$ cat src/rtl/serial_link_lane_deskew_if.sv
// Lane-side and word-side signals of the lane deskew buffer, grouped for port use.
// Signal names keep their direction suffixes as seen from the deskew block (slave side).
interface serial_link_lane_deskew_if #(
  parameter int NumLanes  = 8,
  parameter int LaneWidth = 1,
  parameter int Depth     = 4
);
  localparam int CntW = $clog2(Depth + 1);

  logic                          flush_i;
  logic [NumLanes-1:0]           lane_valid_i;
  logic [NumLanes*LaneWidth-1:0] lane_data_i;
  logic [NumLanes*LaneWidth-1:0] data_o;
  logic                          valid_o;
  logic                          ready_i;
  logic                          overflow_o;
  logic [CntW-1:0]               max_skew_o;

  modport master (
    output flush_i, lane_valid_i, lane_data_i, ready_i,
    input  data_o, valid_o, overflow_o, max_skew_o
  );

  modport slave (
    input  flush_i, lane_valid_i, lane_data_i, ready_i,
    output data_o, valid_o, overflow_o, max_skew_o
  );
endinterface

$ cat src/rtl/serial_link_lane_deskew.sv
// Receive lane deskew: per-lane FIFOs realign skewed lane beats into full-width words.
// Optional skew statistics on max_skew_o when SERIAL_LINK_DESKEW_STATS_EN is defined.
module serial_link_lane_deskew #(
  parameter int NumLanes  = 8,
  parameter int LaneWidth = 1,
  parameter int Depth     = 4
) (
  input logic                      clk_i,
  input logic                      rst_ni,
  serial_link_lane_deskew_if.slave link
);
  localparam int CntW = $clog2(Depth + 1);
  localparam int PtrW = (Depth > 1) ? $clog2(Depth) : 1;

  typedef enum logic {ST_RUN, ST_ERROR} state_e;

  state_e                        r_state, w_state_nxt;
  logic [CntW-1:0]               r_fill [NumLanes];
  logic [PtrW-1:0]               r_wptr [NumLanes];
  logic [PtrW-1:0]               r_rptr;
  logic [LaneWidth-1:0]          r_mem  [NumLanes][Depth];

  logic [NumLanes-1:0]           w_nonempty, w_full, w_push;
  logic [NumLanes*LaneWidth-1:0] w_head, w_data;
  logic                          w_run, w_valid, w_pop, w_ovf, w_overflow;

  function automatic logic [PtrW-1:0] f_inc(input logic [PtrW-1:0] p);
    return (p == PtrW'(Depth - 1)) ? '0 : p + 1'b1;
  endfunction

  // Pops are common to every lane, so a single read pointer addresses all heads.
  always_comb begin
    w_nonempty = '0;
    w_full     = '0;
    w_head     = '0;
    for (int l = 0; l < NumLanes; l++) begin
      w_nonempty[l] = (r_fill[l] != '0);
      w_full[l]     = (r_fill[l] == CntW'(Depth));
      w_head[l*LaneWidth +: LaneWidth] = r_mem[l][r_rptr];
    end
  end

  assign w_run   = (r_state == ST_RUN);
  assign w_valid = w_run & (&w_nonempty);
  assign w_pop   = w_valid & link.ready_i & ~link.flush_i;
  assign w_push  = link.lane_valid_i & {NumLanes{w_run & ~link.flush_i}} & (~w_full | {NumLanes{w_pop}});
  assign w_ovf   = w_run & ~link.flush_i & ~w_pop & (|(link.lane_valid_i & w_full));

  always_comb begin
    w_state_nxt = r_state;
    w_data      = '0;
    w_overflow  = 1'b0;
    case (r_state)
      ST_RUN: begin
        if (w_valid) w_data = w_head;
        if (w_ovf) w_state_nxt = ST_ERROR;
      end
      ST_ERROR: begin
        w_overflow = 1'b1;
        if (link.flush_i) w_state_nxt = ST_RUN;
      end
      default: w_state_nxt = ST_RUN;
    endcase
  end

  assign link.valid_o    = w_valid;
  assign link.data_o     = w_data;
  assign link.overflow_o = w_overflow;

  // NOTE: sequential state uses non-blocking assignments so every register samples pre-edge values.
  always_ff @(posedge clk_i or negedge rst_ni) begin
    if (!rst_ni) r_state <= ST_RUN;
    else         r_state <= w_state_nxt;
  end

  always_ff @(posedge clk_i or negedge rst_ni) begin
    if (!rst_ni) begin
      r_rptr <= '0;
      for (int l = 0; l < NumLanes; l++) begin
        r_wptr[l] <= '0;
        r_fill[l] <= '0;
      end
    end else if (link.flush_i) begin
      r_rptr <= '0;
      for (int l = 0; l < NumLanes; l++) begin
        r_wptr[l] <= '0;
        r_fill[l] <= '0;
      end
    end else begin
      if (w_pop) r_rptr <= f_inc(r_rptr);
      for (int l = 0; l < NumLanes; l++) begin
        if (w_push[l]) r_wptr[l] <= f_inc(r_wptr[l]);
        case ({w_push[l], w_pop})
          2'b10:   r_fill[l] <= r_fill[l] + 1'b1;
          2'b01:   r_fill[l] <= r_fill[l] - 1'b1;
          default: r_fill[l] <= r_fill[l];
        endcase
      end
    end
  end

  // NOTE: payload storage has no reset; fill counters alone decide what is visible.
  always_ff @(posedge clk_i) begin
    for (int l = 0; l < NumLanes; l++) begin
      if (w_push[l]) r_mem[l][r_wptr[l]] <= link.lane_data_i[l*LaneWidth +: LaneWidth];
    end
  end

`ifdef SERIAL_LINK_DESKEW_STATS_EN
  logic [CntW-1:0] w_fill_max, w_fill_min, w_skew, r_max_skew;

  always_comb begin
    w_fill_max = '0;
    w_fill_min = CntW'(Depth);
    for (int l = 0; l < NumLanes; l++) begin
      if (r_fill[l] > w_fill_max) w_fill_max = r_fill[l];
      if (r_fill[l] < w_fill_min) w_fill_min = r_fill[l];
    end
    w_skew = w_fill_max - w_fill_min;
  end

  // Fills never exceed Depth, so the running maximum saturates at Depth by construction.
  always_ff @(posedge clk_i or negedge rst_ni) begin
    if (!rst_ni)                   r_max_skew <= '0;
    else if (link.flush_i)         r_max_skew <= '0;
    else if (w_skew > r_max_skew)  r_max_skew <= w_skew;
  end

  assign link.max_skew_o = r_max_skew;
`else
  assign link.max_skew_o = '0;
`endif
endmodule

$ cat src/flat_wrapper.sv
// flat-port wrapper written by rule: the top's interface ports become plain ports
module serial_link_lane_deskew_flat 
#(
  parameter int NumLanes  = 8,
  parameter int LaneWidth = 1,
  parameter int Depth     = 4
)
  (clk_i, rst_ni, link_flush_i, link_lane_valid_i, link_lane_data_i, link_ready_i, link_data_o, link_valid_o, link_overflow_o, link_max_skew_o);
  serial_link_lane_deskew_if #(.NumLanes(NumLanes), .LaneWidth(LaneWidth), .Depth(Depth)) link_i ();
  input logic clk_i;
  input logic rst_ni;
  input wire logic [$bits(link_i.flush_i)-1:0] link_flush_i;
  input wire logic [$bits(link_i.lane_valid_i)-1:0] link_lane_valid_i;
  input wire logic [$bits(link_i.lane_data_i)-1:0] link_lane_data_i;
  input wire logic [$bits(link_i.ready_i)-1:0] link_ready_i;
  output wire logic [$bits(link_i.data_o)-1:0] link_data_o;
  output wire logic [$bits(link_i.valid_o)-1:0] link_valid_o;
  output wire logic [$bits(link_i.overflow_o)-1:0] link_overflow_o;
  output wire logic [$bits(link_i.max_skew_o)-1:0] link_max_skew_o;
  assign link_i.flush_i = link_flush_i;
  assign link_i.lane_valid_i = link_lane_valid_i;
  assign link_i.lane_data_i = link_lane_data_i;
  assign link_i.ready_i = link_ready_i;
  assign link_data_o = link_i.data_o;
  assign link_valid_o = link_i.valid_o;
  assign link_overflow_o = link_i.overflow_o;
  assign link_max_skew_o = link_i.max_skew_o;
  serial_link_lane_deskew #(.NumLanes(NumLanes), .LaneWidth(LaneWidth), .Depth(Depth)) u_core (.clk_i(clk_i), .rst_ni(rst_ni), .link(link_i));
endmodule
$ cat config.mk
export PLATFORM = sky130hd
export DESIGN_NAME = serial_link_lane_deskew_flat
export DESIGN_NICKNAME = d
export VERILOG_FILES = /design/src/rtl/serial_link_lane_deskew_if.sv /design/src/rtl/serial_link_lane_deskew.sv /design/src/flat_wrapper.sv
export SDC_FILE = /design/constraint.sdc
export NUM_CORES = 1
export LEC_CHECK = 0
export CAP_MARGIN = 20
export CORE_UTILIZATION = 30
export DETAILED_ROUTE_END_ITERATION = 8
export HOLD_SLACK_MARGIN = 0.08
export SLEW_MARGIN = 25
export SYNTH_ARGS = -nofsm -noshare
export SYNTH_HDL_FRONTEND = slang
export SYNTH_SLANG_ARGS = --single-unit
$ cat constraint.sdc
create_clock -name clk_i -period 3 [get_ports clk_i]
set_clock_uncertainty 0.1 [all_clocks]
set_input_delay 0.3 -clock clk_i [delete_from_list [all_inputs] [get_ports clk_i]]
set_output_delay 0.3 -clock clk_i [all_outputs]
set_load 0.1 [all_outputs]
; ---- Word level (Yosys, flattened, before mapping)
; Memory sizes are Yosys's and may differ from the RTL's.
; Index checks and enable logic that the tools add are counted.
; Widths: inputs -> output; s select.
[word_totals]
reg_bits = 43
ram_bits = 32
input_bits = 20
out_inout_bits = 13
word_cells = 243
mem_count = 1
[mem_list]
columns = name, depth, word_bits, read_ports, rd_clocked_by_memory_dff, write_ports, line_no
row1 = u_core.r_mem, 8, 4, 8, 0, 8, serial_link_lane_deskew.sv:21  ; logic [LaneWidth-1:0] r_mem [NumLanes][Depth];
[classes]
add_sub_neg = 25
magnitude_cmp = 17
n_eq_ne = 33
mux = 91
n_bitwise = 23
n_reduce_logical = 35
[op_table]
columns = operator, n
row1 = $pmux 3 s2, 8
row2 = $reduce_bool 3->1, 16
row3 = $mux 2, 19
row4 = $mux 1, 35
row5 = $eq 2x2->1 const B, 17
row6 = $mux 4, 8
row7 = $ge 3x3->1 const B, 9
row8 = $not 2->3, 9
row9 = $add 3x1->3 const B, 8
row10 = $and 8x8->8, 3
row11 = $eq 3x3->1 const B, 8
row12 = $lt 3x1->1 const B, 8
row13 = $mux 24, 1
row14 = $sub 3x1->3 const B, 8
row15 = $add 2x1->2 const B, 9
row16 = $reduce_bool 2->1, 9
row17 = $bmux 1 s2, 8
row18 = $demux 1 s2, 8
row19 = $eq 2x1->1 const B, 8
row20 = $mux 16, 1
row21 = $mux 8, 2
row22 = $logic_and 1x1->1, 8
row23 = $not 8->8, 1
row24 = $or 8x8->8, 1
row25 = other kinds (5), 12

; ---- Depth between registers and ports, before layout
; Gate-level depths: netlist of run 1.
[logic_depth]
ltp_word = 10
ltp_mapped = 10
depth_no_buf = 9

; ---- Worst setup path after synthesis of run 1
; Ideal clock, no wire load.
[synth_timing]
kind = register to output
start = reg u_core.r_state
end = out link_data_o[0]
t_arrival_ns = 2.730
required_ns = 2.600
slack_ns = -0.130
path_stages_with_launch = 4
path_buffers = 0
path_cell_list = dfrtp_1 -> nor3_1 -> nand3_1 -> nor2b_1
[synth_between]
elab_chain_cells = 4
[synth_lines]
columns = element, line_no
row1 = "start, declared", serial_link_lane_deskew.sv:17  ; state_e r_state, w_state_nxt;
row2 = "start signal, assigned", serial_link_lane_deskew.sv:73  ; else r_state <= w_state_nxt;
row3 = $not 1->1, serial_link_lane_deskew.sv:43  ; assign w_run = (r_state == ST_RUN);
row4 = $and 1x1->1, serial_link_lane_deskew.sv:44  ; assign w_valid = w_run & (&w_nonempty);
row5 = $mux 8, serial_link_lane_deskew.sv:55  ; if (w_valid) w_data = w_head;
row6 = $mux 8 *, serial_link_lane_deskew.sv:53  ; case (r_state)
row7 = "end, declared", flat_wrapper.sv:16  ; output wire logic [$bits(link_i.data_o)-1:0] link_data_o;
; Mark *: on every way between the ends. The rest lies on a longest branch, timed or not.

; ---- Worst setup path after layout of run 1
[layout_timing]
start = reg u_core.r_fill[21] (netlist name)
end = reg u_core.r_fill[20] (netlist name)
[layout_between]
elab_chain_cells = 10
word_cells_on_any_way = 12
cone_classes = 2 x eq/ne / 2 x mux / 5 x bitwise / 3 x reduce/logical
[layout_lines]
columns = element, line_no
row1 = "start, declared", serial_link_lane_deskew.sv:18  ; logic [CntW-1:0] r_fill [NumLanes];
row2 = "start signal, assigned by index", serial_link_lane_deskew.sv:94  ; 2'b10: r_fill[l] <= r_fill[l] + 1'b1;
row3 = "start signal, assigned by index", serial_link_lane_deskew.sv:95  ; 2'b01: r_fill[l] <= r_fill[l] - 1'b1;
row4 = "start signal, assigned by index", serial_link_lane_deskew.sv:96  ; default: r_fill[l] <= r_fill[l];
row5 = $reduce_bool 3->1 *, serial_link_lane_deskew.sv:37  ; w_nonempty[l] = (r_fill[l] != '0);
row6 = $reduce_and 8->1 *, serial_link_lane_deskew.sv:44
row7 = $and 1x1->1 *, serial_link_lane_deskew.sv:44
row8 = $and 1x1->1 * (2 in a row), serial_link_lane_deskew.sv:45  ; assign w_pop = w_valid & link.ready_i & ~link.flush_i;
row9 = $or 8x8->8, serial_link_lane_deskew.sv:46  ; assign w_push = link.lane_valid_i & {NumLanes{w_run & ~link.flush_i}} & (~w_full | {NumLanes{w_pop}});
row10 = $and 8x8->8, serial_link_lane_deskew.sv:46
row11 = $eq 2x1->1 / $eq 2x2->1 (equally long branches), serial_link_lane_deskew.sv:93  ; case ({w_push[l], w_pop})
row12 = $pmux 3 s2, serial_link_lane_deskew.sv:93
row13 = $mux 24, serial_link_lane_deskew.sv:83  ; end else if (link.flush_i) begin
; Marked as above.
; A chain may end at the register's enable or synchronous reset.

==> metrics, run 1 <==
part of the power in registers 0.455; cells after synthesis 416; I/O Pins 33; Final Hold Viols 0; WL met2 4360 µm; Pleak between 2 and 2.5 nW; Worst Path Required between 3 and 4 ns; post-synthesis sequential element count 75; final wirelength 8830 µm; slew at the pin closest to its max-slew limit about 0.64 ns; crit-path max cell delay between 0.4 and 0.5 ns; Area Growth Syn to Fin 18.7%; Crit. End Element flop; Final min period 2.65 ns; synth top area cells dfrtp_1 23%, edfxtp_1 21%, ha_1 8.6%; Layout Nets 505; Sw Ratio 0.246; layout cell share with drive strength beyond 1 0.182; RR Startpoint u_core.r_fill[21]; number of diodes 0; CP Buf/Inv Count 0; number of cell rows 45; slowest cell on the critical path dfrtp_1; Hold Crit Class primary input to flop; CTS H-tree depth 3; Clk Latency, worst-skew pair 0.33 ns; Detail Placement HPWL between 6000 and 7000 µm; min-delay src link_flush_i; Netlist cell types 37; final RePlAce weighted congestion 0.769; gr usage total 0.121; CTS buffer count 9; WL per Instance about 14 µm; Worst-path clk slew about 0.060 ns; Congestion Overflow GR 0; Slew HR 0.570; fmax between 300 and 400 MHz; CP Launch Type flop; Core ar. 0.0152 mm²; First DRT Iteration DRCs 119; post-synth top area share 0.230; length of routed met3 wiring 243 µm; die width 127 µm; Power Density 470 mW/mm²; predominant post-synthesis flop cell dfrtp_1; crit-path leading delay family simple AND/OR/NAND/NOR gates; Max Used Layer met4; Tcrit/Tclk final 0.883; RSZ-0062 raised after global routing no; Syn Area/Cell 11.2 µm²; Max Cap Viol 0; setup TNS 0 ns; CTS tree built; Clock Path Buffers 2; Comb pwr share 0.127; Pre-Repair DR Iteration Count 4; CP startpoint u_core.r_fill[21]; largest net degree at the start of global routing 44; clock power share 0.419; Post-synth EDFFs 32; area leader, netlist dfrtp_1; yosys warns 0; Setup WS post-layout approximately 0.35 ns; vias in the first global route 3215; Via density roughly 4.7; remaining antenna violation count 0; number of port buffers 29; maximum vdd drop 0.231 mV; Post-Place Worst Slack about 0.4 ns; Setup CP Type flop to flop; Post-CTS Setup Bufs 0; routed length on met1 slightly above 4000 µm; WHS 0.410 ns; sequential element share of the synthesized area 0.436; Initial Util 0.307; initial antenna violation count 0; Pins Over Slew Limit 0; outcome finished, final reports clean; Sw Pwr 643 µW; via count 3007; clock root buffer clkbuf_16; crit path max fanout 8; CTS sink count 75; Die Y 127 µm; total die area 0.0161 mm²; DRC viols 0; Final Setup Violations 0; first-pass GRT wire length 15100 µm; Cell Chain, Critical Path nor3_1 > nor4_2 > nand4_1 > or2_2 > a21oi_1 > fa_1 > nor3b_1 > mux2i_1 > mux2_2; Cell Area, Synth roughly 0.0047 mm²; Int Pwr between 1.5 and 2 mW; crit path DAT around 2.8 ns; asr flop ratio synth 0.573
## layer usage
layer	global-route usage	up-vias
li1	-	1476
met1	0.148	1465
met2	0.202	55
met3	0.0274	11
met4	0.0525	0
met5	0	-
## stage by stage
step / instance area [µm²] / std cells / util / power [mW]
3_5_place_dp: 5230 / 621 / 0.344 / 1.54
2_1_floorplan: 4680 / 418 / - / 1.43
3_3_place_gp: 5230 / 621 / 0.344 / 1.51
6_report: 5550 / 638 / 0.365 / 2.61
4_1_cts: 5540 / 637 / 0.364 / 2.65
5_1_grt: 5550 / 638 / 0.365 / 2.76
## sequential cells by signal, summed over array words and instances, names as in the netlist
register        cells
u_core.r_mem       32
u_core.r_fill      24
u_core.r_wptr      16
u_core.r_rptr       2
u_core.r_state      1
## path summary, 6_finish.rpt
check / endpoint / slack [ns] / cells after the start
max in group asynchronous: u_core.r_wptr[9] / 1.97 / 2
hold reg to reg: u_core.r_fill[16] / 0.51 / 2
setup reg to reg: u_core.r_fill[20] / 0.35 / 9
hold / removal: u_core.r_rptr[0] / 0.41 / 3
setup / recovery: u_core.r_fill[20] / 0.35 / 9
min in group asynchronous: u_core.r_fill[22] / 0.42 / 2
## worst reg2reg max path, cell delays in order (launching register included)
cell and delay, ns:
dfrtp_1 0.42, nor3_1 0.08, nor4_2 0.31, nand4_1 0.15, or2_2 0.39, a21oi_1 0.19
fa_1 0.23, nor3b_1 0.25, mux2i_1 0.12, mux2_2 0.29
## layout by cell type (no fill, tap or decap), types with 2 or more instances in the layout
cell type / count
nor2_1: 50
dfrtp_1: 43
and2_1: 33
ha_1: 32
edfxtp_1: 32
nor2b_1: 24
mux2_2: 24
inv_1: 21
a21oi_1: 18
clkdlybuf4s50_1: 17
mux2i_1: 16
nor3b_1: 15
nand2b_1: 15
nor3_1: 9
nand2_1: 9
clkbuf_16: 9
buf_12: 9
a21oi_2: 8
mux4_2: 8
fa_1: 8
mux2i_2: 7
mux2_1: 7
buf_4: 7
a22oi_1: 4
conb_1: 3
o21ai_0: 2
clkinv_2: 2
clkbuf_8: 2
## synth_stat cells, types with 2 or more instances
| cell type | count |
|---|---|
| nor2_1 | 50 |
| dfrtp_1 | 43 |
| and2_1 | 33 |
| edfxtp_1 | 32 |
| ha_1 | 32 |
| mux2_2 | 24 |
| nor2b_1 | 24 |
| inv_1 | 21 |
| a21oi_1 | 18 |
| mux2i_1 | 16 |
| nand2b_1 | 15 |
| nor3b_1 | 15 |
| clkbuf_1 | 11 |
| nand2_1 | 9 |
| nor3_1 | 9 |
| a21oi_2 | 8 |
| fa_1 | 8 |
| mux4_2 | 8 |
| mux2_1 | 7 |
| mux2i_2 | 7 |
| a22oi_1 | 4 |
| buf_4 | 4 |
| buf_2 | 3 |
| o21ai_0 | 2 |
## power by group through the flow
stage | sequential (mW) | combinational, mW | clock (mW)
after global routing | 1.20 | 0.383 | 1.18
after global placement | 1.20 | 0.309 | 0
final | 1.19 | 0.330 | 1.09
after CTS | 1.19 | 0.335 | 1.13
after floorplan | 1.20 | 0.231 | 0
after detailed placement | 1.21 | 0.331 | 0
## layout make-up
cell class / instances / area [µm²]
inverters: 21 / 78.8
clock inverters: 4 / 48.8
multi-input cells: 303 / 2470
repair buffers: 35 / 418
clock buffers: 12 / 256
fillers: 1482 / 9650
well taps: 188 / 235
flip-flops and latches: 75 / 2040
## logic make-up after synthesis
family	after synthesis	synth area share
AO/OA/AOI/OAI	35	0.0482
XOR/XNOR	2	0.00375
adder cells (fa/ha/maj)	40	0.120
buffers and inverters	40	0.0361
flip-flops	75	0.436
multiplexers	62	0.168
other	1	0.000802
AND/OR/NAND/NOR	161	0.187
## repair_timing
action / in CTS / in global routing
resized for setup: 0 / 0
hold buffers: 0 / 1
hold endpoints to repair: 0 / 43
Power figures use the tool's default switching activity.
==> inputs of run 2 (changes only) <==
Settings changed: CORE_UTILIZATION 30 to 59, PLACE_DENSITY from default to 0.8.
==> run 2 against run 1 <==
Compared with the run above:
- fmax grew 1.2%
- largest power group unchanged
- die area down 49%
- critical path depth unchanged
==> metrics, run 2 (synthesis gave the netlist of run 1 again) <==
initial antenna violation count 0; Layout Nets 503; Sw Ratio 0.268; leading cell type in the layout, fill and taps excluded nor2_1; Final min period between 2 and 3 ns; crit path DAT 2.75 ns; via count approximately 3000; RSZ-0062 raised after global routing no; Final Hold Viols 0; number of diodes 0; Tot Pwr around 2.3 mW; Placed Area 0.00502 mm²; final wirelength 7810 µm; Worst Path Required 3.14 ns; CTS sink count 75; crit path max fanout 8; number of port buffers 29; remaining antenna violation count 0; multi-input logic area around 0.0025 mm²; Final Setup Violations 0; Pins Over Slew Limit 0; worst hold stages 3; maximum vdd drop 0.265 mV; Initial Util 0.608; First DRT Iteration DRCs between 150 and 200; first-pass GRT wire length around 13000 µm; met1 usage 0.263; Post-CTS Setup Bufs 0; Setup CP Type flop to flop; fmax about 380 MHz; Pre-Repair DR Iteration Count 4; Clk Latency, worst-skew pair between 0.3 and 0.4 ns; I/O Pins 33; outcome finished, final reports clean; Int Pwr 1.66 mW; number of cell rows 32; GR met2 Demand/Resource 0.357; Worst-path clk slew 0.08 ns; part of the power in registers 0.523; highest-count cells in the layout ignoring fill and taps 50 x nor2_1, 43 x dfrtp_1, 33 x and2_1, 32 x ha_1, 32 x edfxtp_1; final RePlAce weighted congestion 0.801; FILL cells 580; met3 Use GR 0.0302; GRT busiest layer met2; Congestion Overflow GR 0; clock power share 0.336; Sw Pwr approximately 610 µW; WL per Instance ~14 µm; vias in the first global route 2909; fin area between 0.005 and 0.006 mm²; Power Density 433 mW/mm²; slew at the pin closest to its max-slew limit 0.638 ns; setup TNS 0 ns; worst r2r path cells 9; Crit. End Element flop; Area Growth Syn to Fin 11.9%; Tcrit/Tclk final 0.873; largest net degree at the start of global routing 58; Die Y slightly above 90 µm; die width 91 µm; total die area 0.00828 mm²; clock root buffer clkbuf_8; Max Cap Viol 0; Pleak 2.29 nW; layout cell share with drive strength beyond 1 0.179; Via density 5.42; Hold Crit Class primary input to flop; CTS tree built; CTS H-tree depth 3; max reg flops 32; gr usage total 0.209; Detail Placement HPWL about 5500 µm; Core ar. 0.00769 mm²; DRC viols 0; Comb pwr share 0.142; Sequential Area between 0.002 and 0.0025 mm²; WHS roughly 0.3 ns; Slew HR 0.573; CP Launch Type flop; CTS buffer count 9; Clock Path Buffers 2
## run 2: changes by cell type in the layout (fill, tap and decap cells not counted)
cell / delta
clkinvlp_4: +3
clkbuf_8: +7
clkinv_2: -1
buf_12: -7
clkbuf_16: -9
buf_4: +5
## run 2: cell type report
class | instances | share of cell area
Clock inverter | 6 | 0.0127
Multi-Input combinational cell | 303 | 0.473
Tap cell | 102 | 0.0244
Timing Repair Buffer | 33 | 0.0603
Inverter | 21 | 0.0151
Clock buffer | 10 | 0.0244
Sequential cell | 75 | 0.390
## run 2: repair_timing
item | in CTS | in global routing
endpoints found under the hold margin | 43 | 0
resized for setup | 0 | 0
hold buffers | 1 | 0
## run 2: power groups by stage
| stage | clock network (mW) | logic [mW] | registers, mW |
|---|---|---|---|
| global placement | 0 | 0.307 | 1.20 |
| global route | 0.814 | 0.374 | 1.19 |
| CTS | 0.780 | 0.326 | 1.19 |
| detailed placement | 0 | 0.323 | 1.21 |
| finish | 0.760 | 0.321 | 1.18 |
| floorplan | 0 | 0.231 | 1.20 |
## run 2: routing by layer
metal,vias to the layer above,part of all wire
met1,1462,0.45
met3,13,0.029
met2,46,0.50
met5,-,0
li1,1460,-
met4,0,0.021
## run 2: worst max-delay path, stage by stage (launching register included)
cell,delay (ns)
dfrtp_1,0.43
nor3_1,0.09
nor4_2,0.32
nand4_1,0.14
or2_2,0.40
a21oi_1,0.19
fa_1,0.21
nor3b_1,0.20
mux2i_1,0.12
mux2_2,0.29
## run 2: stage by stage
stage	util	setup WS (ns)	std cells
6_report	0.680	0.381	550
5_1_grt	0.680	0.139	550
4_1_cts	0.680	0.364	550
2_1_floorplan	-	-0.130	418
3_3_place_gp	0.653	0.546	533
3_5_place_dp	0.653	0.447	533
## run 2: path summary, 6_finish.rpt
path                              startpoint           endpoint  slack [ns]
min reg2reg                   u_core.r_state     u_core.r_state        0.51
max reg2reg                u_core.r_fill[22]  u_core.r_fill[17]        0.38
max                        u_core.r_fill[22]  u_core.r_fill[17]        0.38
min in group asynchronous             rst_ni   u_core.r_wptr[6]        0.38
max in group asynchronous             rst_ni  u_core.r_wptr[12]        2.02
min                             link_flush_i   u_core.r_fill[3]        0.30
==> inputs of run 3 (changes only) <==
Settings changed: CORE_UTILIZATION 59 to 45, PLACE_DENSITY 0.8 to default.
==> run 3 against run 2 <==
Compared with the run above:
- clock power down 12%
- largest power group unchanged
- final cell count up 5.8%
- sequential cell count unchanged
- critical endpoint is now link_data_o[0]
- critical path depth down 4
- first-iteration DRC count down 40%
- fmax down 0.70%
==> metrics, run 3 (synthesis gave the netlist of run 1 again) <==
number of port buffers 29; Tcrit/Tclk final 0.879; I/O Pins 33; Final Hold Viols 0; slew at the pin closest to its max-slew limit 0.713 ns; max reg flops 32; Pins Over Slew Limit 0; Clk Latency, worst-skew pair 0.34 ns; final RePlAce weighted congestion 0.786; crit path max fanout 9; final core utilization 0.537; via count 2952; Crit. End Element primary output; CP Launch Type flop; outcome finished, final reports clean; Post-Place Worst Slack 0.432 ns; Layout Nets 504; Area Growth Syn to Fin 13.8%; initial antenna violation count 0; layout cell share with drive strength beyond 1 0.178; gr usage total 0.168; leading cell type in the layout, fill and taps excluded nor2_1; Initial Util 0.472; Slew HR 0.524; First DRT Iteration DRCs 93; Power Density 408 mW/mm²; Core ar. 0.00991 mm²; clock root buffer clkbuf_8; maximum vdd drop between 0.15 and 0.2 mV; final wirelength 8110 µm; Via density ~5.1; Max Cap Viol 0; Die Y 104 µm; Congestion Overflow GR 0; number of diodes 0; Worst-path clk slew 0.08 ns; number of cell rows 36; CTS buffer count 9; WL per Instance 13.9 µm; FILL cells 900; largest net degree at the start of global routing 54; fmax around 380 MHz; Clock Path Buffers 2; Final min period 2.64 ns; RSZ-0062 raised after global routing no; Pre-Repair DR Iteration Count 4; die width 104 µm; Worst Path Required 2.60 ns; Detail Placement HPWL roughly 5800 µm; DRC viols 0; Setup CP Type flop to primary output; vias in the first global route 3087; CTS H-tree depth 3; total die area 0.0108 mm²; highest-count cells in the layout ignoring fill and taps 50 x nor2_1, 43 x dfrtp_1, 33 x and2_1, 32 x ha_1, 32 x edfxtp_1; CTS tree built; first-pass GRT wire length 14500 µm; post-CTS resize count 0; Hold Crit Class primary input to flop; Pleak 2.31 nW; CTS sink count 75; WHS between 0.3 and 0.4 ns; Final Setup Violations 0; Setup WS post-layout 0.363 ns; crit path DAT approximately 2.2 ns; remaining antenna violation count 0
run 3: cell count changes in the layout (fill, tap and decap cells not counted), sizes merged:
cell,delta
buf,+1
bufinv,-1
clkbuf,+1
clkinv,+2
clkinvlp,-2
run 3: per-stage QoR:
stage	area [µm²]	power (mW)	cells	TNS (ns)
CTS	5320	2.20	582	0
global route	5320	2.31	582	0
floorplan	4680	1.43	418	-1.04
detailed placement	5140	1.53	565	0
global placement	5140	1.52	565	0
finish	5320	2.17	582	0
run 3: worst paths after layout:
check	from	to	slack, ns	depth (start not counted)
worst max-delay path	u_core.r_fill[21]	link_data_o[0]	0.36	5
worst min-delay path	link_flush_i	u_core.r_wptr[7]	0.33	2
worst max register to register	u_core.r_fill[21]	u_core.r_fill[8]	0.40	9
worst min register to register	u_core.r_state	u_core.r_state	0.51	2
max in group asynchronous	rst_ni	u_core.r_rptr[0]	2.01	2
min in group asynchronous	rst_ni	u_core.r_wptr[8]	0.39	2
run 3: power by group:
group          leakage (nW)  switching (mW)  total [mW]  internal [mW]
combinational          1.35           0.176       0.319          0.143
clock                0.0831           0.370       0.669          0.298
sequential            0.871          0.0526        1.18           1.13
total                  2.31           0.599        2.17           1.57
run 3: cell type report:
type                            count  area, µm²  area share
Inverter                           21       78.8      0.0148
Tap cell                          133        166      0.0313
Multi-Input combinational cell    303       2470       0.465
Clock buffer                       11        131      0.0247
Sequential cell                    75       2040       0.383
Clock inverter                      5       31.3     0.00588
Timing Repair Buffer               34        398      0.0748
run 3: timing repair:
| action | in CTS | in global routing |
|---|---|---|
| buffers inserted | 0 | 0 |
| endpoints found under the hold margin | 43 | 0 |
| hold buffers | 1 | 0 |
run 3: worst max-delay path, cell delays in order (launching register included):
cell,delay [ns]
dfrtp_1,0.44
nor3_1,0.10
nor4_2,0.32
nand3_1,0.45
nor2b_1,0.37
buf_12,0.21
run 3: layer usage:
metal  routed length, µm  share of wire  global-route usage  vias to the layer above
met4                 100          0.012              0.0633                        0
met5                   0              0                   0                        -
li1                    -              -                   -                     1468
met1                3970           0.49               0.218                     1431
met3                 210          0.026              0.0363                        8
met2                3830           0.47               0.275                       45
